### config.mk
export PLATFORM = sky130hd
export DESIGN_NAME = alu_mult_sequencer
export DESIGN_NICKNAME = d
export VERILOG_FILES = /design/src/rtl/alu_pkg.sv /design/src/rtl/alu_mult_sequencer.sv
export SDC_FILE = /design/constraint.sdc
export NUM_CORES = 1
export LEC_CHECK = 0
export ABC_CLOCK_PERIOD_IN_PS = 5060
export BUFFER_PORTS_ARGS = -buffer_cell sky130_fd_sc_hd__buf_2
export CAP_MARGIN = 20
export CORE_MARGIN = 2
export CORE_UTILIZATION = 40
export CTS_BUF_LIST = sky130_fd_sc_hd__clkbuf_8 sky130_fd_sc_hd__clkbuf_16
export DETAILED_ROUTE_END_ITERATION = 8
export GPL_ROUTABILITY_DRIVEN = 0
export PLACE_DENSITY_LB_ADDON = 0.08
export SYNTH_ARGS = -nofsm -noshare
export SYNTH_HDL_FRONTEND = slang
export SYNTH_SLANG_ARGS = --single-unit
### constraint.sdc
create_clock -name clk -period 5.06 [get_ports clk]
set_clock_uncertainty 0.1 [all_clocks]
set_input_delay 0.759 -clock clk [delete_from_list [all_inputs] [get_ports clk]]
set_output_delay 0.759 -clock clk [all_outputs]
set_load 0.05 [all_outputs]
### src/rtl/alu_pkg.sv
// ---------------------------------------------------------------------------
// alu_pkg
// Definitions shared by the 32-bit ALU and the clients that borrow it.
//   - DATA_W         : default datapath width (32)
//   - alu_op_e       : ALUOperation encodings understood by the shared ALU
//   - seq_state_e    : state encoding of the multiply sequencer
//   - unsigned_lt    : unsigned less-than helper, used for carry detection
// ---------------------------------------------------------------------------
package alu_pkg;

    localparam int DATA_W = 32;

    typedef enum logic [3:0] {
        ALU_AND = 4'b0000,
        ALU_OR  = 4'b0001,
        ALU_NOR = 4'b0010,
        ALU_ADD = 4'b0011,
        ALU_SUB = 4'b0100,
        ALU_SLL = 4'b1000,
        ALU_SRL = 4'b1001,
        ALU_MEM = 4'b1010,
        ALU_JR  = 4'b1011,
        ALU_BEQ = 4'b1100,
        ALU_LUI = 4'b1110
    } alu_op_e;

    typedef enum logic [1:0] {
        SEQ_IDLE = 2'd0,
        SEQ_ITER = 2'd1,
        SEQ_DONE = 2'd2
    } seq_state_e;

    // A wrap-around ADD produced a carry exactly when the sum is smaller than
    // the value it started from.
    function automatic logic unsigned_lt(input logic [DATA_W-1:0] lhs,
                                         input logic [DATA_W-1:0] rhs);
        return lhs < rhs;
    endfunction

endpackage

### src/rtl/alu_mult_sequencer.sv
// ---------------------------------------------------------------------------
// alu_mult_sequencer
// Multi-cycle 32x32 unsigned multiply (low word) for the MIPS mul path.
// Shift-and-add: each ITER cycle issues one ADD to the shared ALU
// (acc + shifted multiplicand); the shifts live in local registers.
// The sequencer owns the ALU inputs only while alu_sel is high (ITER).
//
// Ports:
//   clk, reset        clock (rising edge), synchronous active-high reset
//   start             multiply request, sampled only in IDLE
//   op_a, op_b        multiplicand / multiplier, captured on accept
//   busy              high in ITER and DONE (stalls the datapath)
//   done              one-cycle pulse, result/ovf valid
//   result, ovf       low product word and "product >= 2^32", held
//   alu_sel           1 = sequencer drives the ALU input mux
//   alu_op            constant ADD
//   alu_a, alu_b      accumulator / shifted multiplicand
//   alu_shamt         constant 0
//   alu_result        combinational ALU result for alu_a + alu_b
// ---------------------------------------------------------------------------
module alu_mult_sequencer
    import alu_pkg::*;
#(
    parameter int DATA_W     = alu_pkg::DATA_W,
    parameter int CNT_W      = 6,
    parameter int EARLY_EXIT = 1
) (
    input  logic              clk,
    input  logic              reset,
    input  logic              start,
    input  logic [DATA_W-1:0] op_a,
    input  logic [DATA_W-1:0] op_b,
    output logic              busy,
    output logic              done,
    output logic [DATA_W-1:0] result,
    output logic              ovf,
    output logic              alu_sel,
    output logic [3:0]        alu_op,
    output logic [DATA_W-1:0] alu_a,
    output logic [DATA_W-1:0] alu_b,
    output logic [4:0]        alu_shamt,
    input  logic [DATA_W-1:0] alu_result
);

    localparam logic [CNT_W-1:0] LAST_CNT = CNT_W'(DATA_W - 1);

    seq_state_e        state_q,    state_d;
    logic [DATA_W-1:0] acc_q,      acc_d;
    logic [DATA_W-1:0] mcand_q,    mcand_d;
    logic [DATA_W-1:0] mplier_q,   mplier_d;
    logic [CNT_W-1:0]  cnt_q,      cnt_d;
    logic              ovf_acc_q,  ovf_acc_d;
    logic [DATA_W-1:0] result_q,   result_d;
    logic              ovf_q,      ovf_d;

    logic [DATA_W-1:0] mplier_shr;
    logic              last_iter;

    assign mplier_shr = mplier_q >> 1;

    // Finish after the last bit position, or early once no multiplier bits
    // remain (further ADDs would only add zero).
    assign last_iter = (cnt_q == LAST_CNT) ||
                       ((EARLY_EXIT != 0) && (mplier_shr == '0));

    // ---- state / datapath registers ----
    always_ff @(posedge clk) begin
        if (reset) begin
            state_q   <= SEQ_IDLE;
            acc_q     <= '0;
            mcand_q   <= '0;
            mplier_q  <= '0;
            cnt_q     <= '0;
            ovf_acc_q <= 1'b0;
            result_q  <= '0;
            ovf_q     <= 1'b0;
        end else begin
            state_q   <= state_d;
            acc_q     <= acc_d;
            mcand_q   <= mcand_d;
            mplier_q  <= mplier_d;
            cnt_q     <= cnt_d;
            ovf_acc_q <= ovf_acc_d;
            result_q  <= result_d;
            ovf_q     <= ovf_d;
        end
    end

    // ---- next-state logic ----
    always_comb begin
        state_d   = state_q;
        acc_d     = acc_q;
        mcand_d   = mcand_q;
        mplier_d  = mplier_q;
        cnt_d     = cnt_q;
        ovf_acc_d = ovf_acc_q;
        result_d  = result_q;
        ovf_d     = ovf_q;

        case (state_q)
            SEQ_IDLE: begin
                if (start) begin
                    acc_d     = '0;
                    mcand_d   = op_a;
                    mplier_d  = op_b;
                    cnt_d     = '0;
                    ovf_acc_d = 1'b0;
                    state_d   = SEQ_ITER;
                end
            end

            SEQ_ITER: begin
                if (mplier_q[0]) begin
                    acc_d = alu_result;
                    if (unsigned_lt(alu_result, acc_q)) begin
                        ovf_acc_d = 1'b1;
                    end
                end
                // The multiplicand MSB is about to be shifted out; if any
                // multiplier bit is still pending it would have contributed
                // at weight >= 2^32, so the full product overflows.
                if (mcand_q[DATA_W-1] && (mplier_shr != '0)) begin
                    ovf_acc_d = 1'b1;
                end
                mcand_d  = mcand_q << 1;
                mplier_d = mplier_shr;
                cnt_d    = cnt_q + CNT_W'(1);
                if (last_iter) begin
                    // Capture on DONE entry so result/ovf are visible
                    // together with the done pulse.
                    result_d = acc_d;
                    ovf_d    = ovf_acc_d;
                    state_d  = SEQ_DONE;
                end
            end

            SEQ_DONE: begin
                state_d = SEQ_IDLE;
            end

            default: begin
                state_d = SEQ_IDLE;
            end
        endcase
    end

    // ---- outputs ----
    assign busy      = (state_q == SEQ_ITER) || (state_q == SEQ_DONE);
    assign done      = (state_q == SEQ_DONE);
    assign alu_sel   = (state_q == SEQ_ITER);
    assign result    = result_q;
    assign ovf       = ovf_q;
    assign alu_op    = ALU_ADD;
    assign alu_a     = acc_q;
    assign alu_b     = mcand_q;
    assign alu_shamt = 5'd0;

endmodule

Yosys cells after proc, flatten, opt, wreduce, memory -nomap -nowiden
Index checks and enable logic that the tools add are counted.

storage, ports and cells
  bits in registers = 138
  bits in latches = 0
  bits in writable memories = 0
  bits in read-only memories = 0
  bits of input ports = 99
  output and inout bits = 109
  word-level logic and storage cells = 42
  memories kept = 0

cells by class
  add/subtract/negate cells = 1
  multiply operators = 0
  divide/modulo/power cells = 0
  order comparisons = 1
  eq/ne operators = 5
  shift-type cells = 0
  mux-type cells = 17
  bitwise operators = 0
  reduce and logical (&&, ||, !) cells = 10

operators by type and width
  kind                                                                     count
  32-bit one-hot mux with 2 select lines                                   3
  32-bit 2-to-1 mux                                                        4
  32-bit zero test                                                         1
  32-bit less-than comparator                                              1
  32-bit nonzero test                                                      1
  6-bit one-hot mux with 2 select lines                                    1
  6-bit by 1-bit adder with 6-bit output, second input constant            1
  6-bit by 5-bit == test with 1-bit output, second input constant          1
  6-bit 2-to-1 mux                                                         1
  2-bit AND reduction                                                      3
  1-bit 2-to-1 mux                                                         4
  2-bit 2-to-1 mux                                                         2
  2-bit one-hot mux with 2 select lines                                    1
  2-bit by 1-bit == test with 1-bit output, second input constant          1
  2-bit == test, second input constant                                     1
  2-bit zero test                                                          1
  1-bit logical OR                                                         2
  2-bit by 1-bit inequality test with 1-bit output, second input constant  1
  2-bit inequality test, second input constant                             1
  1-bit one-hot mux with 2 select lines                                    1
  2-bit nonzero test                                                       1
  1-bit logical AND                                                        1

Longest topological paths before layout
Gate-level depths: netlist of the first run.

  depth in word-level cells = 5
  gate-level depth with buffers = 9
  depth with buffers taken out = 8

Least setup slack after synthesis of the first run
Ideal clock, no wire load.

  path kind = reg2reg
  start point = register acc_q[30], in the netlist alu_a[30]
  end point = register ovf_q, in the netlist ovf
  setup time = 0.137 ns
  arrival time = 2.071 ns
  required time = 4.823 ns
  slack = 2.752 ns
  cell stages (with the launch flop) = 9
  buffers on the path = 0
  clock period less this slack = 2.308 ns
  cell sequence = dfxtp_1 -> inv_1 -> ha_1 -> and4_1 -> nand2_1 -> nor4_1 -> nand2_1 -> o2111ai_1 -> a311oi_2

between the ends
  cells in the longest elaborated chain, start to end = 4

ends and longest elaborated chain
  element                      line                       source
  from (decl)                  alu_mult_sequencer.sv:48   logic [DATA_W-1:0] acc_q, acc_d;
  from (signal assigned)       alu_mult_sequencer.sv:70   acc_q <= '0;
  from (signal assigned)       alu_mult_sequencer.sv:79   acc_q <= acc_d;
  32-bit less-than comparator  alu_pkg.sv:37              return lhs < rhs;
  1-bit 2-to-1 mux             alu_mult_sequencer.sv:115  if (unsigned_lt(alu_result, acc_q)) begin
  1-bit 2-to-1 mux             alu_mult_sequencer.sv:113  if (mplier_q[0]) begin
  1-bit 2-to-1 mux             alu_mult_sequencer.sv:122  if (mcand_q[DATA_W-1] && (mplier_shr != '0)) begin
  to (signal assigned)         alu_mult_sequencer.sv:85   ovf_q <= ovf_d;
  to (decl)                    alu_mult_sequencer.sv:54   logic ovf_q, ovf_d;

No other way between the ends.
A chain may end at the register's enable or synchronous reset.

Worst setup path after layout of the first run
  start point = register mplier_q[3]
  end point = register result_q[23], in the netlist result[23]

between the ends
  cells in the longest elaborated chain, start to end = 3

ends and longest elaborated chain
  element                               line                      source
  from (decl)                           alu_mult_sequencer.sv:50  logic [DATA_W-1:0] mplier_q, mplier_d;
  from (signal assigned)                alu_mult_sequencer.sv:81  mplier_q <= mplier_d;
  32-bit zero test                      alu_mult_sequencer.sv:64  ((EARLY_EXIT != 0) && (mplier_shr == '0));
  1-bit logical OR                      alu_mult_sequencer.sv:63  assign last_iter = (cnt_q == LAST_CNT) ||
  2-bit AND reduction (no source line)  n/a
  to (signal assigned)                  alu_mult_sequencer.sv:84  result_q <= result_d;
  to (decl)                             alu_mult_sequencer.sv:53  logic [DATA_W-1:0] result_q, result_d;

No other way between the ends.

==> results of run 1 <==
power by group through the flow:
stage          combinational (W)  sequential [W]  clock [W]
2_1_floorplan           0.000349         0.00137          0
3_3_place_gp            0.000634         0.00125          0
3_5_place_dp            0.000637         0.00125          0
4_1_cts                 0.000638         0.00123    0.00138
5_1_grt                 0.000691         0.00124    0.00142
6_report                0.000631         0.00123    0.00135
flip-flops by register name (all words and copies together), names as in the netlist:
| register | flops |
|---|---|
| ovf_acc_q | 1 |
| cnt_q | 6 |
| alu_a | 32 |
| state_q | 2 |
| ovf | 1 |
| mplier_q | 32 |
| result | 32 |
| alu_b | 32 |
layout by cell type, fill, tap and decap left out, types with 3 or more instances in the layout:
| master | instances |
|---|---|
| sky130_fd_sc_hd__bufinv_16 | 4 |
| sky130_fd_sc_hd__nor2_1 | 161 |
| sky130_fd_sc_hd__nand2b_1 | 4 |
| sky130_fd_sc_hd__conb_1 | 9 |
| sky130_fd_sc_hd__mux2i_1 | 73 |
| sky130_fd_sc_hd__a211oi_1 | 44 |
| sky130_fd_sc_hd__nor4_1 | 8 |
| sky130_fd_sc_hd__xor2_1 | 3 |
| sky130_fd_sc_hd__a211oi_2 | 32 |
| sky130_fd_sc_hd__inv_1 | 38 |
| sky130_fd_sc_hd__a21oi_1 | 13 |
| sky130_fd_sc_hd__nand4_1 | 10 |
| sky130_fd_sc_hd__a22oi_1 | 33 |
| sky130_fd_sc_hd__clkbuf_16 | 17 |
| sky130_fd_sc_hd__a2111oi_0 | 21 |
| sky130_fd_sc_hd__clkbuf_8 | 5 |
| sky130_fd_sc_hd__nand2_1 | 9 |
| sky130_fd_sc_hd__buf_2 | 197 |
| sky130_fd_sc_hd__a21o_1 | 5 |
| sky130_fd_sc_hd__nand3b_1 | 22 |
| sky130_fd_sc_hd__buf_4 | 10 |
| sky130_fd_sc_hd__ha_1 | 34 |
| sky130_fd_sc_hd__o21ai_0 | 27 |
| sky130_fd_sc_hd__nand3_1 | 5 |
| sky130_fd_sc_hd__dfxtp_1 | 137 |
critical path: stages, from the launching register on:
cell and delay [ns]:
sky130_fd_sc_hd__dfxtp_1 0.32, sky130_fd_sc_hd__nor4_1 0.36, sky130_fd_sc_hd__nand4_1 0.26, sky130_fd_sc_hd__o22ai_2 0.27, sky130_fd_sc_hd__and2_2 0.87, sky130_fd_sc_hd__buf_4 0.39
sky130_fd_sc_hd__nor2_1 0.08, sky130_fd_sc_hd__a211oi_2 0.21
cells by family (layout without fill, tap and decap cells):
logic type,after synthesis,count (layout)
simple gates,230,230
compound gates,189,189
flops,138,138
buf+inv,106,274
mux,73,73
fa+ha+maj,35,35
xor+xnor,3,3
other cells,2,9
cell type report:
type	count	area share, %
inverters	34	1.47
flip-flops and latches	138	31.8
multi-input cells	539	43.7
repair buffers	208	12.4
clock inverters	10	1.70
clock buffers	22	5.69
well taps	225	3.24
Yosys cell counts, types with 7 or more instances:
master	count	area share, %
sky130_fd_sc_hd__clkbuf_1	34	1.8
sky130_fd_sc_hd__buf_6	7	1.1
sky130_fd_sc_hd__mux2i_1	73	10
sky130_fd_sc_hd__a21oi_1	13	0.92
sky130_fd_sc_hd__nand3b_1	22	2.3
sky130_fd_sc_hd__nand2_1	9	0.48
sky130_fd_sc_hd__ha_1	35	6.2
sky130_fd_sc_hd__nand4_1	10	0.89
sky130_fd_sc_hd__buf_2	16	1.1
sky130_fd_sc_hd__a2111oi_0	21	2.6
sky130_fd_sc_hd__a211oi_2	32	5.7
sky130_fd_sc_hd__inv_1	34	1.8
sky130_fd_sc_hd__o21ai_0	27	1.9
sky130_fd_sc_hd__buf_4	9	0.96
sky130_fd_sc_hd__dfxtp_1	138	39
sky130_fd_sc_hd__nor4_1	8	0.71
sky130_fd_sc_hd__nor2_1	162	8.6
sky130_fd_sc_hd__a211oi_1	44	4.7
sky130_fd_sc_hd__a22oi_1	33	3.5
metrics by stage:
| stage | area (µm²) | hold slack [ns] | setup slack, ns | util, % | total power, W |
|---|---|---|---|---|---|
| after floorplan | 7060 | 0.366 | 2.75 | - | 0.00172 |
| after global placement | 8050 | 0.389 | 1.94 | 46.7 | 0.00189 |
| after detailed placement | 8050 | 0.390 | 1.88 | 46.7 | 0.00189 |
| after CTS | 8690 | 0.398 | 2.03 | 50.4 | 0.00324 |
| after global routing | 8690 | 0.430 | 1.80 | 50.4 | 0.00335 |
| final | 8690 | 0.397 | 2.06 | 50.4 | 0.00321 |
final timing paths:
check,start,endpoint,slack [ns],cells past startpoint
setup / recovery,mplier_q[3]$_SDFFE_PP0P_,result[23]$_SDFFE_PP0P_,2.06,7
hold / removal,mplier_q[0]$_SDFFE_PP0P_,mplier_q[0]$_SDFFE_PP0P_,0.40,2
setup reg to reg,mplier_q[3]$_SDFFE_PP0P_,result[23]$_SDFFE_PP0P_,2.06,7
hold reg to reg,mplier_q[0]$_SDFFE_PP0P_,mplier_q[0]$_SDFFE_PP0P_,0.40,2
layer usage:
layer | GRT usage (%) | wire [µm] | vias up
met5 | 0 | 0 | -
met4 | 6.77 | 244 | 0
met3 | 4.00 | 850 | 21
met2 | 30.6 | 8240 | 144
met1 | 26.7 | 8850 | 2795
li1 | - | - | 3106
==> results.json, run 1 <==
{
  "pin_count": 208,
  "numClockSinks": 138,
  "final_net_count": 1072,
  "regArea_mm2": 0.00276,
  "synth_ff_type": "sky130_fd_sc_hd__dfxtp_1",
  "clk_latency_ns": 0.42,
  "fp-row-count": 48,
  "pwr-share-clk_pct": 42.1,
  "synth_compound_area_share_pct": 21.6,
  "report.final.slew_viol_count": 0,
  "max-clock-path-buffers": 2,
  "die-height_um": 137,
  "vias_per_cell": 5.16,
  "timing.critical_path.to_type": "flip-flop",
  "slew_margin_rel_pct": 29.3,
  "startpoint_type": "flip-flop",
  "detailed_route_wl_um": 18200,
  "design.core.area_mm2": 0.0172,
  "non_filler_cells_in_the_finished_layout": 1176,
  "number_of_synthesis_warnings": 0,
  "max_freq_ghz": 0.334,
  "setup_viol": 0,
  "criticalPathCategory": "flip-flop to flip-flop",
  "crit_required_ns": 5.29,
  "num-fill-cells": 1663,
  "dp.cells": 1144,
  "total_switching_power_w": 0.000960,
  "hold_violations": 0,
  "grt_start_max_net_pins": 76,
  "vias": 6066,
  "yosys.area_share.simple_pct": 14.7,
  "setup_total_negative_slack_ns": 0,
  "port-buffer-count": 198,
  "flow.area_growth_from_synthesis_pct": 23.6,
  "seq_area_frac_synth_pct": 39.3,
  "synthCells": 776,
  "multi_input_comb_area_mm2": 0.00380,
  "timing.final.crit_share_pct": 59.2,
  "cts_setup_buffers": 0,
  "synth_top_family_by_area": "compound AO/OA/AOI/OAI gates",
  "power.switching_fraction_pct": 29.9,
  "grt-ovfl-total": 0,
  "drive_gt1_share_pct": 29.1,
  "grt_antenna_before_repair": 0,
  "avgSynthCellArea_um2": 9.06,
  "synth-seq-cells": 138,
  "cts_tree": "yes",
  "dieWidth_um": 137,
  "cts_hold_buffers": 0,
  "ant_nets": 0,
  "p_comb_share_pct": 19.7,
  "cts_max_level": 4,
  "grt_first_pass_wirelength_um": 29000,
  "dp.final_hpwl_um": 12300,
  "timing.max_cap.violations": 0,
  "clk_tree_root_cell": "sky130_fd_sc_hd__clkbuf_16",
  "syn-cell-area_mm2": 0.00703,
  "post_synth_num_cell_types": 47,
  "vdd_ir_drop_max_mv": 0.232,
  "vias_in_the_first_global_route": 5631,
  "power_report.internal_total_w": 0.00225,
  "cts.clk_slew.worst_paths_ns": 0.06,
  "synth-edff-count": 0,
  "detail_route.first_pass.iterations": 4,
  "synth_adder_area_share_pct": 6.23,
  "rsz_0062_raised_after_global_routing": "no",
  "floorplan.die_area_mm2": 0.0187,
  "tritoncts.num_buffers": 17,
  "final.min_clock_period_ns": 3.00,
  "asyncSetResetFlopFracSynth_pct": 0,
  "timing.critical_path.arrival_ns": 3.23,
  "post_synth_xor_area_fraction_pct": 0.374,
  "route.detailed.drc": 0,
  "post_cts.resized_instances": 0,
  "synth_mux_area_share_pct": 10.4,
  "total_power_divided_by_cell_area_mw_per_mm2": 369,
  "power.sequential.fraction_pct": 38.2,
  "max_slew.worst_pin.slew_ns": 1.06,
  "crit_fanout": 43,
  "status": "completed",
  "initial_utilization_pct": 40.8,
  "grt_overall_usage_pct": 19.5,
  "routedWlPerCell_um": 15.5,
  "antenna_cells_inserted": 0,
  "power.leakage_nw": 3.61,
  "dr.first_iter.drc_count": 439,
  "hold_path.class": "flip-flop to flip-flop"
}
Note: power is estimated with default switching activity, not from simulation.
==> run 2, diff against run 1 <==
Settings changed: ABC_AREA from default to 1, ABC_CLOCK_PERIOD_IN_PS 5060 to 3100.
Clock period 5.06 ns to 3.1 ns, I/O delays scaled along.
==> results.json, run 2 <==
{
  "synth_ff_type": "sky130_fd_sc_hd__dfxtp_1",
  "synth_compound_area_share_pct": 18.5,
  "grt_first_pass_wirelength_um": 29000,
  "num-fill-cells": 1797,
  "min_from": "op_a[0]",
  "timing.critical_path.cells": "inv_1, ha_1, buf_4, buf_2",
  "power.total_w": 0.00465,
  "maxUsedRoutingLayer": "met4",
  "hold_path.class": "input pin to flip-flop",
  "synth_mux_area_share_pct": 0,
  "dieWidth_um": 133,
  "post-synth-top-area-cell": "sky130_fd_sc_hd__dfxtp_1",
  "dp.final_hpwl_um": 11900,
  "total_power_divided_by_cell_area_mw_per_mm2": 566,
  "criticalPathCategory": "flip-flop to primary output",
  "setup_total_negative_slack_ns": 0,
  "initial_utilization_pct": 40.4,
  "final_core_utilization_pct": 50.2,
  "tritoncts.num_buffers": 17,
  "setup_viol": 0,
  "synth-edff-count": 0,
  "timing.final.crit_share_pct": 75.5,
  "floorplan.die_area_mm2": 0.0176,
  "post_synth_num_cell_types": 27,
  "ant_nets": 0,
  "number_of_synthesis_warnings": 0,
  "synth_adder_area_share_pct": 6.62,
  "mostFrequentLayoutCell": "sky130_fd_sc_hd__nand2_1",
  "status": "completed",
  "synthCells": 939,
  "antenna_cells_inserted": 0,
  "grt_overall_usage_pct": 20.3,
  "port-buffer-count": 198,
  "r2r-start": "state_q[0]$_SDFFE_PP0P_",
  "startpoint_type": "flip-flop",
  "holdPathEnd": "alu_b[0]$_SDFFE_PP0P_",
  "rsz_0062_raised_after_global_routing": "no",
  "fp-row-count": 47,
  "crit_fanout": 45,
  "cts_setup_buffers": 0,
  "timing.max_cap.violations": 0,
  "vias": 6456,
  "timing.hold.worst_path_depth": 3,
  "post_synth_xor_area_fraction_pct": 0.132,
  "design.core.area_mm2": 0.0163,
  "timing.critical_path.arrival_ns": 1.78,
  "critPathTopFamily": "buffers and inverters",
  "met3_wirelength_um": 818,
  "route.detailed.drc": 0,
  "multi_input_comb_area_mm2": 0.00333,
  "vdd_ir_drop_max_mv": 0.397,
  "hold_violations": 0,
  "synth-seq-cells": 138,
  "r2r_depth": 12,
  "regArea_mm2": 0.00276,
  "cts.clk_slew.worst_paths_ns": 0.06,
  "slowest_stage": "sky130_fd_sc_hd__buf_4",
  "max-clock-path-buffers": 2,
  "timing.critical_path.buf_inv": 3,
  "grt_start_max_net_pins": 88,
  "post_cts.resized_instances": 0,
  "preCtsSetupSlack_ns": 0.800,
  "cts_max_level": 4,
  "grt-ovfl-total": 0,
  "flow.area_growth_from_synthesis_pct": 24.2,
  "vias_per_cell": 4.83,
  "dr.first_iter.drc_count": 332,
  "final_net_count": 1240,
  "seq_area_frac_synth_pct": 41.8,
  "timing.critical_path.to_type": "primary output",
  "clk_latency_ns": 0.42,
  "asyncSetResetFlopFracSynth_pct": 0,
  "syn-cell-area_mm2": 0.00661,
  "synth_most_common_cell": "sky130_fd_sc_hd__nand2_1",
  "vias_in_the_first_global_route": 5925,
  "max_slew.worst_pin.slew_ns": 0.719,
  "cts_tree": "yes",
  "pin_count": 208,
  "detailed_route_wl_um": 17800,
  "clk_tree_root_cell": "sky130_fd_sc_hd__clkbuf_16",
  "power.leakage_nw": 3.63,
  "numClockSinks": 138,
  "ff2ff_setup_slack_ns": 0.82,
  "netlist_top_cells_area": "sky130_fd_sc_hd__dfxtp_1, sky130_fd_sc_hd__nand2_1, sky130_fd_sc_hd__ha_1, sky130_fd_sc_hd__o21ai_0, sky130_fd_sc_hd__a31oi_1",
  "layout.cells.most_common_list": "sky130_fd_sc_hd__nand2_1, sky130_fd_sc_hd__buf_2, sky130_fd_sc_hd__dfxtp_1",
  "crit_required_ns": 2.53,
  "synth_top_family_by_area": "simple AND/OR/NAND/NOR gates",
  "routedWlPerCell_um": 13.3,
  "report.final.slew_viol_count": 0,
  "synth_top_cell_area_share_pct": 41.8,
  "m1WireLength_um": 8410,
  "drive_gt1_share_pct": 22.2,
  "critical-path-max-stage-delay_ns": 0.42,
  "route.met2.wl_um": 8390,
  "max_freq_ghz": 0.427,
  "regToRegEndpoint": "cnt_q[5]$_SDFFE_PP0P_",
  "die-height_um": 133,
  "avgSynthCellArea_um2": 7.04,
  "final.min_clock_period_ns": 2.34,
  "grt_antenna_before_repair": 0,
  "layout_setup_ws_ns": 0.758,
  "cts_hold_buffers": 0,
  "slew_margin_rel_pct": 52.1,
  "yosys.area_share.simple_pct": 24.5,
  "synth.cells.most_frequent": "sky130_fd_sc_hd__nand2_1, sky130_fd_sc_hd__dfxtp_1, sky130_fd_sc_hd__nor2_1",
  "detail_route.first_pass.iterations": 4
}
-- run 2: cell types whose count changed after synthesis, sizes merged, moves of 7 or more --
cell     previous run  this run
mux2i              73         0
a211oi             76         0
a22oi              33         0
nand4              10         3
nand2               9       291
a21oi              13        57
a31oi               0        62
nand3b             22         3
a2111oi            21         0
nor4                8         1
inv                34        52
nor2              163       102
o21ai              28       110
-- run 2: layout make-up --
| class | count | share of cell area, % |
|---|---|---|
| Clock buffer | 18 | 5.35 |
| Clock inverter | 13 | 1.39 |
| Inverter | 52 | 2.38 |
| Multi-Input combinational cell | 687 | 40.6 |
| Sequential cell | 138 | 33.7 |
| Tap cell | 220 | 3.35 |
| Timing Repair Buffer | 210 | 13.3 |
-- run 2: kinds of logic after synthesis --
logic type / Yosys count
buffers and inverters: 121
other: 2
xor gates and xnor gates: 1
and+or+nand+nor: 413
AOI/OAI and AO/OA: 229
DFF: 138
adders and majority gates: 35
-- run 2: worst max path at each step --
stage,start,to,cells past startpoint
floorplan,state_q[1]$_SDFFE_PP0P_,alu_b[0]$_SDFFE_PP0P_,12
global placement,state_q[0]$_SDFFE_PP0P_,cnt_q[5]$_SDFFE_PP0P_,12
detailed placement,state_q[0]$_SDFFE_PP0P_,cnt_q[5]$_SDFFE_PP0P_,12
CTS,state_q[1]$_SDFFE_PP0P_,alu_sel,4
global route,state_q[0]$_SDFFE_PP0P_,cnt_q[5]$_SDFFE_PP0P_,12
finish,state_q[1]$_SDFFE_PP0P_,alu_sel,4
-- run 2: layer usage --
metal  global-route usage (%)  vias to the layer above
met1                     26.2                     2899
met2                     33.8                      144
li1                         -                     3400
met3                     4.98                       13
met5                        0                        -
met4                     5.56                        0
-- run 2: worst reg2reg max path, stage by stage, from the launching register on --
cell and delay, ns:
sky130_fd_sc_hd__dfxtp_1 0.36, sky130_fd_sc_hd__inv_1 0.08, sky130_fd_sc_hd__ha_1 0.22, sky130_fd_sc_hd__inv_1 0.06, sky130_fd_sc_hd__nor2_1 0.06, sky130_fd_sc_hd__nor2_4 0.08, sky130_fd_sc_hd__inv_1 0.05, sky130_fd_sc_hd__nand2_2 0.06
sky130_fd_sc_hd__buf_4 0.57, sky130_fd_sc_hd__nand3_1 0.19, sky130_fd_sc_hd__nor2_1 0.16, sky130_fd_sc_hd__xnor2_1 0.13, sky130_fd_sc_hd__nor2_1 0.05
-- run 2: power breakdown --
group / total [W] / switching [W] / internal [W] / leakage (nW)
clock network: 0.00193 / 0.000751 / 0.00118 / 0.294
logic: 0.000772 / 0.000542 / 0.000230 / 2.21
registers: 0.00195 / 0.0000780 / 0.00187 / 1.13
-- run 2: metrics by stage --
step / std cells / cell area [µm²] / hold slack, ns
2_1_floorplan: 946 / 6640 / 0.343
3_3_place_gp: 1307 / 7660 / 0.357
3_5_place_dp: 1307 / 7660 / 0.360
4_1_cts: 1338 / 8210 / 0.187
5_1_grt: 1338 / 8210 / 0.199
6_report: 1338 / 8210 / 0.204
==> run 3, diff against run 2 <==
Settings changed: ABC_CLOCK_PERIOD_IN_PS 3100 to 1900.
Clock period 3.1 ns to 1.9 ns, I/O delays scaled along.
==> results.json, run 3 (synthesis gave the netlist of run 2 again) <==
{
  "route.detailed.drc": 0,
  "cts_tree": "yes",
  "rsz_0062_raised_after_global_routing": "yes",
  "die-height_um": 133,
  "vdd_ir_drop_max_mv": 0.605,
  "vias_in_the_first_global_route": 6077,
  "cts.clk_slew.worst_paths_ns": 0.06,
  "cts_max_level": 4,
  "cp_dominant_cell_by_count": "sky130_fd_sc_hd__buf_6",
  "timing.critical_path.to_type": "primary output",
  "grt_start_max_net_pins": 61,
  "drive_gt1_share_pct": 26.1,
  "non_filler_cells_in_the_finished_layout": 1354,
  "pin_count": 208,
  "criticalPathCategory": "flip-flop to primary output",
  "tritoncts.num_buffers": 17,
  "regToRegEndpoint": "result[28]$_SDFFE_PP0P_",
  "max_freq_ghz": 0.553,
  "vias": 6580,
  "grt-ovfl-total": 0,
  "startpoint_type": "flip-flop",
  "timing.critical_path.arrival_ns": 1.42,
  "numClockSinks": 138,
  "antenna_cells_inserted": 0,
  "layout.cells.most_common_list": "sky130_fd_sc_hd__nand2_1, sky130_fd_sc_hd__buf_2, sky130_fd_sc_hd__dfxtp_1",
  "timing.critical_path.cells": "inv_1, ha_4, buf_6, buf_6",
  "holdPathEnd": "alu_b[0]$_SDFFE_PP0P_",
  "dp.cells": 1318,
  "fp-row-count": 47,
  "max_slew.worst_pin.slew_ns": 0.535,
  "critPathTopFamily": "buffers and inverters",
  "crit_fanout": 25,
  "dp.final_hpwl_um": 12400,
  "clk_tree_root_cell": "sky130_fd_sc_hd__clkbuf_16",
  "r2r_depth": 10,
  "critical-path-max-stage-delay_ns": 0.32,
  "met3_wirelength_um": 940,
  "port-buffer-count": 198,
  "detailed_route_wl_um": 18500,
  "route.met2.wl_um": 8710,
  "ff2ff_setup_slack_ns": 0.12,
  "power_report.internal_total_w": 0.00563,
  "cts_hold_buffers": 0,
  "final.min_clock_period_ns": 1.81,
  "maxUsedRoutingLayer": "met5",
  "hold_path.class": "input pin to flip-flop",
  "hold_violations": 0,
  "grt_antenna_before_repair": 1,
  "final_net_count": 1255,
  "dieWidth_um": 133,
  "timing.hold.worst_path_depth": 3,
  "final_core_utilization_pct": 52.8,
  "m1WireLength_um": 8580,
  "power.sequential.fraction_pct": 40.1,
  "min_from": "op_a[0]",
  "timing.critical_path.buf_inv": 3,
  "total_switching_power_w": 0.00231,
  "vias_per_cell": 4.86,
  "total_power_divided_by_cell_area_mw_per_mm2": 919,
  "power.switching_fraction_pct": 29.1,
  "report.final.slew_viol_count": 0,
  "timing.final.crit_share_pct": 95.1,
  "max-clock-path-buffers": 2,
  "slew_margin_rel_pct": 63.9,
  "setup_viol": 0,
  "floorplan.die_area_mm2": 0.0176,
  "ant_nets": 0,
  "detail_route.first_pass.iterations": 5,
  "pwr-share-clk_pct": 42.5,
  "routedWlPerCell_um": 13.6,
  "whs_ns": 0.0242,
  "flow.area_growth_from_synthesis_pct": 30.7,
  "status": "completed",
  "crit_required_ns": 1.51,
  "grt_overall_usage_pct": 20.6,
  "power.total_w": 0.00794,
  "initial_utilization_pct": 40.4,
  "timing.max_cap.violations": 0,
  "clk_latency_ns": 0.41,
  "p_comb_share_pct": 17.4,
  "dr.first_iter.drc_count": 329,
  "design.core.area_mm2": 0.0163,
  "setup_total_negative_slack_ns": 0,
  "r2r-start": "mplier_q[16]$_SDFFE_PP0P_",
  "mostFrequentLayoutCell": "sky130_fd_sc_hd__nand2_1",
  "grt_first_pass_wirelength_um": 29700,
  "power.leakage_nw": 3.78,
  "slowest_stage": "sky130_fd_sc_hd__dfxtp_1"
}
## run 3: cell count changes in the layout (fill, tap and decap cells not counted), sizes merged
cell / previous run / this run
clkinvlp: 0 / 3
buf: 210 / 222
inv: 56 / 54
clkbuf: 18 / 22
bufinv: 2 / 3
clkinv: 7 / 5
## run 3: worst register-to-register path, cell delays in order (launching register included)
cell and delay (ns):
sky130_fd_sc_hd__dfxtp_1 0.33, sky130_fd_sc_hd__nor2_2 0.11, sky130_fd_sc_hd__nand4_1 0.11, sky130_fd_sc_hd__nand3b_1 0.23
sky130_fd_sc_hd__nor2_4 0.18, sky130_fd_sc_hd__nor2_4 0.06, sky130_fd_sc_hd__nor2_8 0.12, sky130_fd_sc_hd__inv_2 0.08
sky130_fd_sc_hd__buf_6 0.14, sky130_fd_sc_hd__o21ai_1 0.16, sky130_fd_sc_hd__nor2_1 0.05
## run 3: worst max path at each step
stage | cells after the start | from | slack, ns | to
2_1_floorplan | 12 | state_q[1]$_SDFFE_PP0P_ | 0.001 | alu_b[0]$_SDFFE_PP0P_
3_3_place_gp | 11 | cnt_q[0]$_SDFFE_PP0P_ | 0.09 | result[22]$_SDFFE_PP0P_
3_5_place_dp | 10 | state_q[0]$_SDFFE_PP0P_ | 0.07 | mplier_q[5]$_SDFFE_PP0P_
4_1_cts | 3 | state_q[0]$_SDFFE_PP0P_ | 0.008 | busy
5_1_grt | 13 | alu_a[7]$_SDFFE_PP0P_ | -0.03 | ovf_acc_q$_SDFFE_PP0P_
6_report | 4 | state_q[1]$_SDFFE_PP0P_ | 0.09 | alu_sel
## run 3: routing by layer
metal / global-route usage [%] / up-vias
met5: 0 / -
met4: 5.50 / 2
met3: 5.67 / 19
met2: 33.9 / 155
met1: 26.7 / 2972
li1: - / 3432
## run 3: power by group through the flow
stage | registers (W) | logic [W] | clock network, W
after floorplan | 0.00344 | 0.000715 | 0
after global placement | 0.00324 | 0.00131 | 0
after detailed placement | 0.00323 | 0.00132 | 0
after CTS | 0.00317 | 0.00133 | 0.00345
after global routing | 0.00320 | 0.00153 | 0.00358
final | 0.00318 | 0.00139 | 0.00337
## run 3: metrics by stage
step | area [µm²] | worst slack (ns)
floorplan | 6650 | 0.00114
global placement | 7820 | 0.0921
detailed placement | 7820 | 0.0688
CTS | 8430 | 0.00768
global route | 8640 | -0.0344
finish | 8640 | 0.0931
## run 3: area by class of cell
type,instances,area [µm²]
Timing Repair Buffer,225,1350
Fill cell,1721,7710
Tap cell,220,275
Clock buffer,19,453
Multi-Input combinational cell,687,3430
Clock inverter,13,153
Sequential cell,138,2780
Inverter,52,200
## run 3: timing repair
action                                  CTS  global route
cloned                                    0             2
endpoints found under the setup margin    1           135
gates resized for setup                   2            45
endpoints found under the hold margin     0             0
setup buffers                             0             2
pin swaps                                 0            10
